`config.mk`:
```
export PLATFORM = sky130hd
export DESIGN_NAME = hood_timer_ctrl
export DESIGN_NICKNAME = d
export VERILOG_FILES = /design/src/rtl/hood_timer_ctrl.sv
export SDC_FILE = /design/constraint.sdc
export NUM_CORES = 1
export LEC_CHECK = 0
export ABC_AREA = 1
export CAP_MARGIN = 20
export CORE_ASPECT_RATIO = 0.5
export CORE_UTILIZATION = 45
export CTS_BUF_LIST = sky130_fd_sc_hd__clkbuf_4 sky130_fd_sc_hd__clkbuf_8
export DETAILED_ROUTE_END_ITERATION = 8
export MAX_ROUTING_LAYER = met4
export PLACE_DENSITY = 0.69
export SLEW_MARGIN = 10
export SYNTH_ARGS = -nofsm -noshare
export SYNTH_HDL_FRONTEND = slang
export SYNTH_SLANG_ARGS = --single-unit
```
`constraint.sdc`:
```
create_clock -name clk -period 2.1 [get_ports clk]
set_input_delay 0.42 -clock clk [delete_from_list [all_inputs] [get_ports clk]]
set_output_delay 0.42 -clock clk [all_outputs]
set_load 0.05 [all_outputs]
```
`src/rtl/hood_timer_ctrl.sv`:
```
// Kitchen hood countdown timer: divides clk to a TICK_HZ tick and counts a loaded seconds value down to zero.
// Latency: commands act on the accepting edge; every output is registered and valid the cycle after that edge.
// Backpressure: none; start/pause/cancel are one-cycle pulses, and a command that is not legal in the current state is dropped.
//
// Ports:
//   clk, rst       rising-edge clock, asynchronous active-high reset
//   load_val       countdown start value (seconds), sampled with an accepted start from IDLE
//   start          start from IDLE / resume from PAUSED
//   pause          pause while running
//   cancel         abort from any state (no done)
//   remaining      seconds left
//   busy / paused  state is RUN or PAUSED / state is PAUSED
//   sec_tick       one-cycle pulse per decrement
//   done           one-cycle pulse on natural expiry
//   warn           near-expiry flag; only built when HOOD_TIMER_WARN_EN is defined, else constant 0
//
// Optional feature macro: HOOD_TIMER_WARN_EN

module hood_timer_ctrl #(
    parameter int CLK_HZ    = 100000000,
    parameter int TICK_HZ   = 1,
    parameter int CNT_W     = 12,
    parameter int WARN_SECS = 10
) (
    input  logic             clk,
    input  logic             rst,
    input  logic [CNT_W-1:0] load_val,
    input  logic             start,
    input  logic             pause,
    input  logic             cancel,
    output logic [CNT_W-1:0] remaining,
    output logic             busy,
    output logic             paused,
    output logic             sec_tick,
    output logic             done,
    output logic             warn
);

    localparam int DIV  = CLK_HZ / TICK_HZ;
    localparam int PS_W = $clog2(DIV);
    localparam logic [PS_W-1:0] PS_LAST = PS_W'(DIV - 1);

    typedef enum logic [1:0] {
        S_IDLE   = 2'd0,
        S_RUN    = 2'd1,
        S_PAUSED = 2'd2
    } state_t;

    state_t           state, state_n;
    logic [PS_W-1:0]  ps, ps_n;
    logic [CNT_W-1:0] rem_n;
    logic             tick_n;
    logic             done_n;
    logic             final_tick;

    // The prescaler only advances on RUN edges, including the edge that accepts
    // a pause; the resume edge itself is a PAUSED edge and does not advance it.
    // That makes every later tick shift by exactly (resume edge - pause edge).
    always_comb begin
        state_n    = state;
        ps_n       = ps;
        rem_n      = remaining;
        tick_n     = 1'b0;
        done_n     = 1'b0;
        final_tick = 1'b0;

        if (cancel) begin
            state_n = S_IDLE;
            ps_n    = '0;
            rem_n   = '0;
        end else begin
            unique case (state)
                S_IDLE: begin
                    // A concurrent pause outranks start, and pause does nothing here.
                    if (start && !pause && (load_val != '0)) begin
                        state_n = S_RUN;
                        ps_n    = '0;
                        rem_n   = load_val;
                    end
                end
                S_RUN: begin
                    if (ps == PS_LAST) begin
                        ps_n   = '0;
                        tick_n = 1'b1;
                        rem_n  = remaining - CNT_W'(1);
                        if (remaining == CNT_W'(1)) begin
                            final_tick = 1'b1;
                            done_n     = 1'b1;
                            state_n    = S_IDLE;
                        end
                    end else begin
                        ps_n = ps + PS_W'(1);
                    end
                    // The tick's effect lands first; a final tick beats the pause.
                    if (pause && !final_tick) begin
                        state_n = S_PAUSED;
                    end
                end
                S_PAUSED: begin
                    if (start && !pause) begin
                        state_n = S_RUN;
                    end
                end
                default: begin
                    state_n = S_IDLE;
                    ps_n    = '0;
                    rem_n   = '0;
                end
            endcase
        end
    end

    always_ff @(posedge clk or posedge rst) begin
        if (rst) begin
            state     <= S_IDLE;
            ps        <= '0;
            remaining <= '0;
            busy      <= 1'b0;
            paused    <= 1'b0;
            sec_tick  <= 1'b0;
            done      <= 1'b0;
        end else begin
            state     <= state_n;
            ps        <= ps_n;
            remaining <= rem_n;
            busy      <= (state_n != S_IDLE);
            paused    <= (state_n == S_PAUSED);
            sec_tick  <= tick_n;
            done      <= done_n;
        end
    end

`ifdef HOOD_TIMER_WARN_EN
    // Computed from next-state values so warn moves in the same cycle as remaining.
    logic warn_n;

    always_comb begin
        warn_n = (state_n != S_IDLE) &&
                 (rem_n >= CNT_W'(1)) &&
                 (rem_n <= CNT_W'(WARN_SECS));
    end

    always_ff @(posedge clk or posedge rst) begin
        if (rst) begin
            warn <= 1'b0;
        end else begin
            warn <= warn_n;
        end
    end
`else
    // Feature not built: warn is a constant 0. WARN_SECS is still referenced so
    // both builds share one parameter list without an unused-parameter lint.
    assign warn = 1'b0 && (WARN_SECS != 0);
`endif

endmodule

```
Yosys cells after proc, flatten, opt, wreduce, memory -nomap -nowiden

Index checks and enable logic that the tools add are counted.

Output and inout port bits: 17
Word-level logic and storage cells: 51
Input bits: 17
Register bits after elaboration: 45

Equality and inequality tests: 8
Muxes and demuxes: 24
Reduce and logical (&&, ||, !) cells: 10
Add/subtract/negate cells: 2

Operators by type and width:

| kind                                                                   | number |
|---|---|
| 27-bit two-way mux                                                     | 3 |
| 27-bit one-hot mux with 3 select lines                                 | 1 |
| 12-bit two-way mux                                                     | 3 |
| 12-bit one-hot mux with 3 select lines                                 | 1 |
| 27-bit by 1-bit adder with 27-bit output, second input constant        | 1 |
| 27-bit equality test, second input constant                            | 1 |
| 12-bit by 1-bit equality test with 1-bit output, second input constant | 1 |
| 2-bit two-way mux                                                      | 6 |
| 12-bit nonzero test                                                    | 1 |
| 12-bit by 1-bit subtractor with 12-bit output, second input constant   | 1 |
| 1-bit two-way mux                                                      | 9 |
| 3-bit != test, second input constant                                   | 2 |
| 2-bit one-hot mux with 3 select lines                                  | 1 |
| 2-bit equality test, second input constant                             | 2 |
| 1-bit logical AND                                                      | 3 |
| 3-bit AND reduction                                                    | 1 |
| 2-bit by 1-bit equality test with 1-bit output, second input constant  | 1 |
| 1-bit zero test                                                        | 2 |
| 2-bit zero test                                                        | 1 |
| 2-bit != test, second input constant                                   | 1 |
| 2-bit AND reduction                                                    | 1 |
| 2-bit nonzero test                                                     | 1 |

Logic depth before layout (Yosys ltp)

Depth after elaboration: 11
Mapped depth: 13
Gate-level depth less buffers: 12

Worst setup path after synthesis

OpenSTA, ideal clock, no wires.

Kind: register -> register
From: reg remaining[0]
To: reg remaining[10]
Stages on the path, launching flop included: 10
Data arrival time: 1,646 ps
Clock period less this slack: 1,712 ps
Data required time: 2,034 ps
Path slack: 388 ps
Library setup time: 66 ps
Path buffers: 0
Path through: dfrtp_1 inv_1 ha_1 nand2_1 nor2_1 nand3_1 nand2_1 o21ai_0 nand3_2 nand2_1

Cells in the longest elaborated chain, start to end: 4

Ends and longest elaborated chain:

| element                                       | line | text |
|---|---|---|
| from (decl)                                   | 31   | `output logic [CNT_W-1:0] remaining,` |
| from (signal assigned)                        | 125  | `remaining <= rem_n;` |
| 12-bit by 1-bit subtractor with 12-bit output | 85   | `rem_n = remaining - CNT_W'(1);` |
| 12-bit two-way mux                            | 82   | `if (ps == PS_LAST) begin` |
| 12-bit one-hot mux with 3 select lines        | 72   | `unique case (state)` |
| 12-bit two-way mux                            | 67   | `if (cancel) begin` |

No other way between the ends. The select of a mux whose other input is x is not followed.
A chain may end at the register's enable or synchronous reset.

Worst setup path in the final report

From: reg remaining[7]
To: out remaining[7]

No word-level cell between the ends.

==> flow_summary.json <==
{
  "io_buffers": 32,
  "synth-seq-cells": 45,
  "post-route-cell-area_sq_um": 3740,
  "cts_root_buffer": "clkbuf_8",
  "fp.dieW_microns": 120,
  "first_iter_violations": 257,
  "drive_above_1_share_pct": 7.01,
  "critical_path_peak_fanout": 6,
  "number_of_max_capacitance_violations_reported": 0,
  "place_area_sq_um": 3620,
  "ys_warn_count": 0,
  "fin_setup_tns_ps": 0,
  "worst-endpoint-required_ps": 1680,
  "grt_start_max_net_pins": 46,
  "timing.final.setup_violations": 0,
  "timing.critical_path.from_type": "flop",
  "synth.largest_area_cell": "dfrtp_1",
  "synth.distinct_cells": 31,
  "floorplan.initialDensity_pct": 46.7,
  "drt_drc_violations_left": 0,
  "synth.most_common_cell": "nand2_1",
  "design.final.nets": 561,
  "viasPerCell": 5.02,
  "timing.final.hold_violations": 0,
  "crit_path_max_incr_delay_ps": 850,
  "final.fill_count": 663,
  "syn_inst": 501,
  "synth-compound-area-share_pct": 6.85,
  "p_leak_nw": 1.77,
  "ff2ff_path_depth": 8,
  "cts_max_level": 2,
  "cts-resized-gates": 0,
  "min_path_type": "in -> async",
  "synth_area_per_cell_sq_um": 6.27,
  "detailed_place_hpwl_microns": 6180,
  "synth-edff-count": 0,
  "slew_at_the_pin_with_the_worst_max_slew_slack_ps": 571,
  "route.final.wire_length_microns": 8150,
  "post_synth_and_or_nand_nor_area_fraction_pct": 46.2,
  "rsz_0062_raised_after_global_routing": "false",
  "synth.yosys.seq_area_share_pct": 35.9,
  "worst_setup_hold_path_clk_slew_ps": 90,
  "final-max-slew-violation-count": 0,
  "grt_pass1_wl_microns": 13500,
  "placeableCoreArea_sq_um": 6730,
  "gp_congestion": 0.923,
  "ioPinCount": 34,
  "asyncSetResetFlopFracSynth_pct": 100,
  "critical_path.cell_chain": "clkdlybuf4s50_1",
  "tritoncts": "built",
  "crit_type": "reg -> out",
  "insertedDiodeCount": 0,
  "timing.critical_path.max_delay_family": "buffers and inverters",
  "groute.usage.overall_pct": 25.1,
  "post-cts-setup-buffers": 0,
  "detail-route-antenna-nets": 0,
  "timing.max_slew.rel_slack_pct": 61.8,
  "r2r_setup_slack_ps": 330,
  "cts_hold_buf": 0,
  "area_share_of_fa_ha_maj_cells_after_synthesis_pct": 1.20,
  "finalClockSkew_ps": 10.3,
  "synth_ff_type": "dfrtp_1",
  "die_h_microns": 61.1,
  "post_synth_mux_area_share_pct": 0,
  "avgRoutedWirePerCell_microns": 12.9,
  "area_delta_synth_final_pct": 19.0,
  "worst_skew_pair.late_latency_ps": 320,
  "synth_top_cells_by_count": "nand2_1, nor2_1, inv_1",
  "arrival_ps": 1630,
  "synth.cell_area_sq_um": 3140,
  "timing.rr.start": "remaining[0]",
  "largest_family_of_logic_cells_by_synthesized_area": "simple AND/OR/NAND/NOR gates",
  "xor_xnor_share_of_the_synthesized_area_pct": 1.12,
  "postSynthNetCount": 521,
  "die_area_sq_um": 7340,
  "first_global_vias": 2772,
  "vdd.ir_drop.worst_v": 0.000336,
  "tritoncts.num_buffers": 5,
  "row_count": 21,
  "worst_setup_path_end_kind": "primary output",
  "finalCritPeriodShare_pct": 97.8,
  "gr-total-overflow": 0,
  "r2r-end": "remaining[10]",
  "synthTopCellsByArea": "dfrtp_1, nand2_1, nor2_1, inv_1, nand3_1",
  "placed_cells": 626,
  "synthDominantCellAreaShare_pct": 35.9,
  "max_freq_ghz": 0.487,
  "vias": 3184,
  "final_cell_count_no_fill": 634,
  "clock_sinks": 45,
  "cts.path.max_buffers": 2,
  "status": "complete, no violations",
  "grt_antenna_before_repair": 0,
  "minimum_clock_period_after_layout_ps": 2050,
  "crit_slowest_cell": "clkdlybuf4s50_1",
  "power.density_cell_area_nw_per_um2": 577,
  "first_pass_iters": 4,
  "critical_path.n_buffers_inverters": 1
}
## stage by stage
stage / worst slack [ps] / hold slack (ps) / total power, mW / util, %
final: 45.9 / 447 / 2.16 / 55.6
after global routing: 3.24 / 475 / 2.27 / 55.6
after CTS: 32.1 / 453 / 2.18 / 55.5
after detailed placement: 45.6 / 525 / 1.46 / 53.8
after global placement: 103 / 514 / 1.46 / 53.8
after floorplan: 388 / 493 / 1.29 / -
## kinds of logic after synthesis
family,after synthesis
simple gates,342
buf+inv,65
flops,45
compound gates,41
xor+xnor,4
fa+ha+maj,3
other cells,1
## routing by layer
| metal | up-vias | GRT usage [%] | wire [microns] | part of all wire (%) |
|---|---|---|---|---|
| met3 | 11 | 4.63 | 485 | 6.0 |
| met1 | 1429 | 33.4 | 3990 | 49 |
| met5 | - | - | 0 | 0 |
| met2 | 93 | 38.8 | 3540 | 43 |
| li1 | 1651 | - | - | - |
| met4 | 0 | 9.29 | 130 | 1.6 |
## power breakdown
| group | internal (mW) | total, mW | switching [mW] | leakage, nW |
|---|---|---|---|---|
| clock network | 0.387 | 0.708 | 0.320 | 0.0574 |
| logic | 0.169 | 0.504 | 0.335 | 1.10 |
| registers | 0.898 | 0.944 | 0.0461 | 0.616 |
| total | 1.45 | 2.16 | 0.701 | 1.77 |
## sequential cells by signal, indices dropped and copies added (netlist names)
signal     count
ps            27
remaining     12
state          2
busy           1
done           1
paused         1
sec_tick       1
## final cells by class
class                   count  area [sq um]  area share [%]
clock buffers               6          82.6            2.21
clock inverters             2          37.5            1.00
inverters                  53           201            5.39
multi-input cells         391          1740            46.6
flip-flops and latches     45          1130            30.1
well taps                  92           115            3.08
repair buffers             45           433            11.6
## placed cells by master, fill, tap and decap left out
cell type        Yosys  routed
nand2_1            176     176
nor2_1              97      97
inv_1               50      49
dfrtp_1             45      45
nand3_1             37      37
clkdlybuf4s50_1      0      31
o21ai_0             25      25
nand4_1             13      13
a21oi_1             12      12
buf_4                2      12
clkbuf_8             0       6
nor2_4               4       4
xor2_1               4       4
nand2_2              3       3
nand2_4              3       3
ha_1                 3       3
nor3_1               2       2
nor2_2               2       2
nand3_2              2       2
inv_2                1       2
o22ai_1              2       2
or2_0                1       1
inv_4                1       1
clkinv_1             1       1
a32o_1               1       1
nand3b_1             1       1
nor4_1               1       1
o21bai_1             1       1
conb_1               1       1
clkinvlp_4           0       1
bufinv_16            0       1
dlymetal6s2s_1       0       1
buf_12               0       1
## how the worst max path moves through the flow
stage | end | startpoint | slack [ps] | cells after the start
2_1_floorplan | remaining[10] | remaining[0] | 390 | 9
3_3_place_gp | remaining[6] | load_val[10] | 100 | 10
3_5_place_dp | remaining[1] | load_val[9] | 50 | 10
4_1_cts | remaining[0] | remaining[0] | 30 | 1
5_1_grt | remaining[7] | remaining[7] | 3 | 1
6_report | remaining[7] | remaining[7] | 50 | 1
No activity file was read; power rests on OpenSTA's default activity.
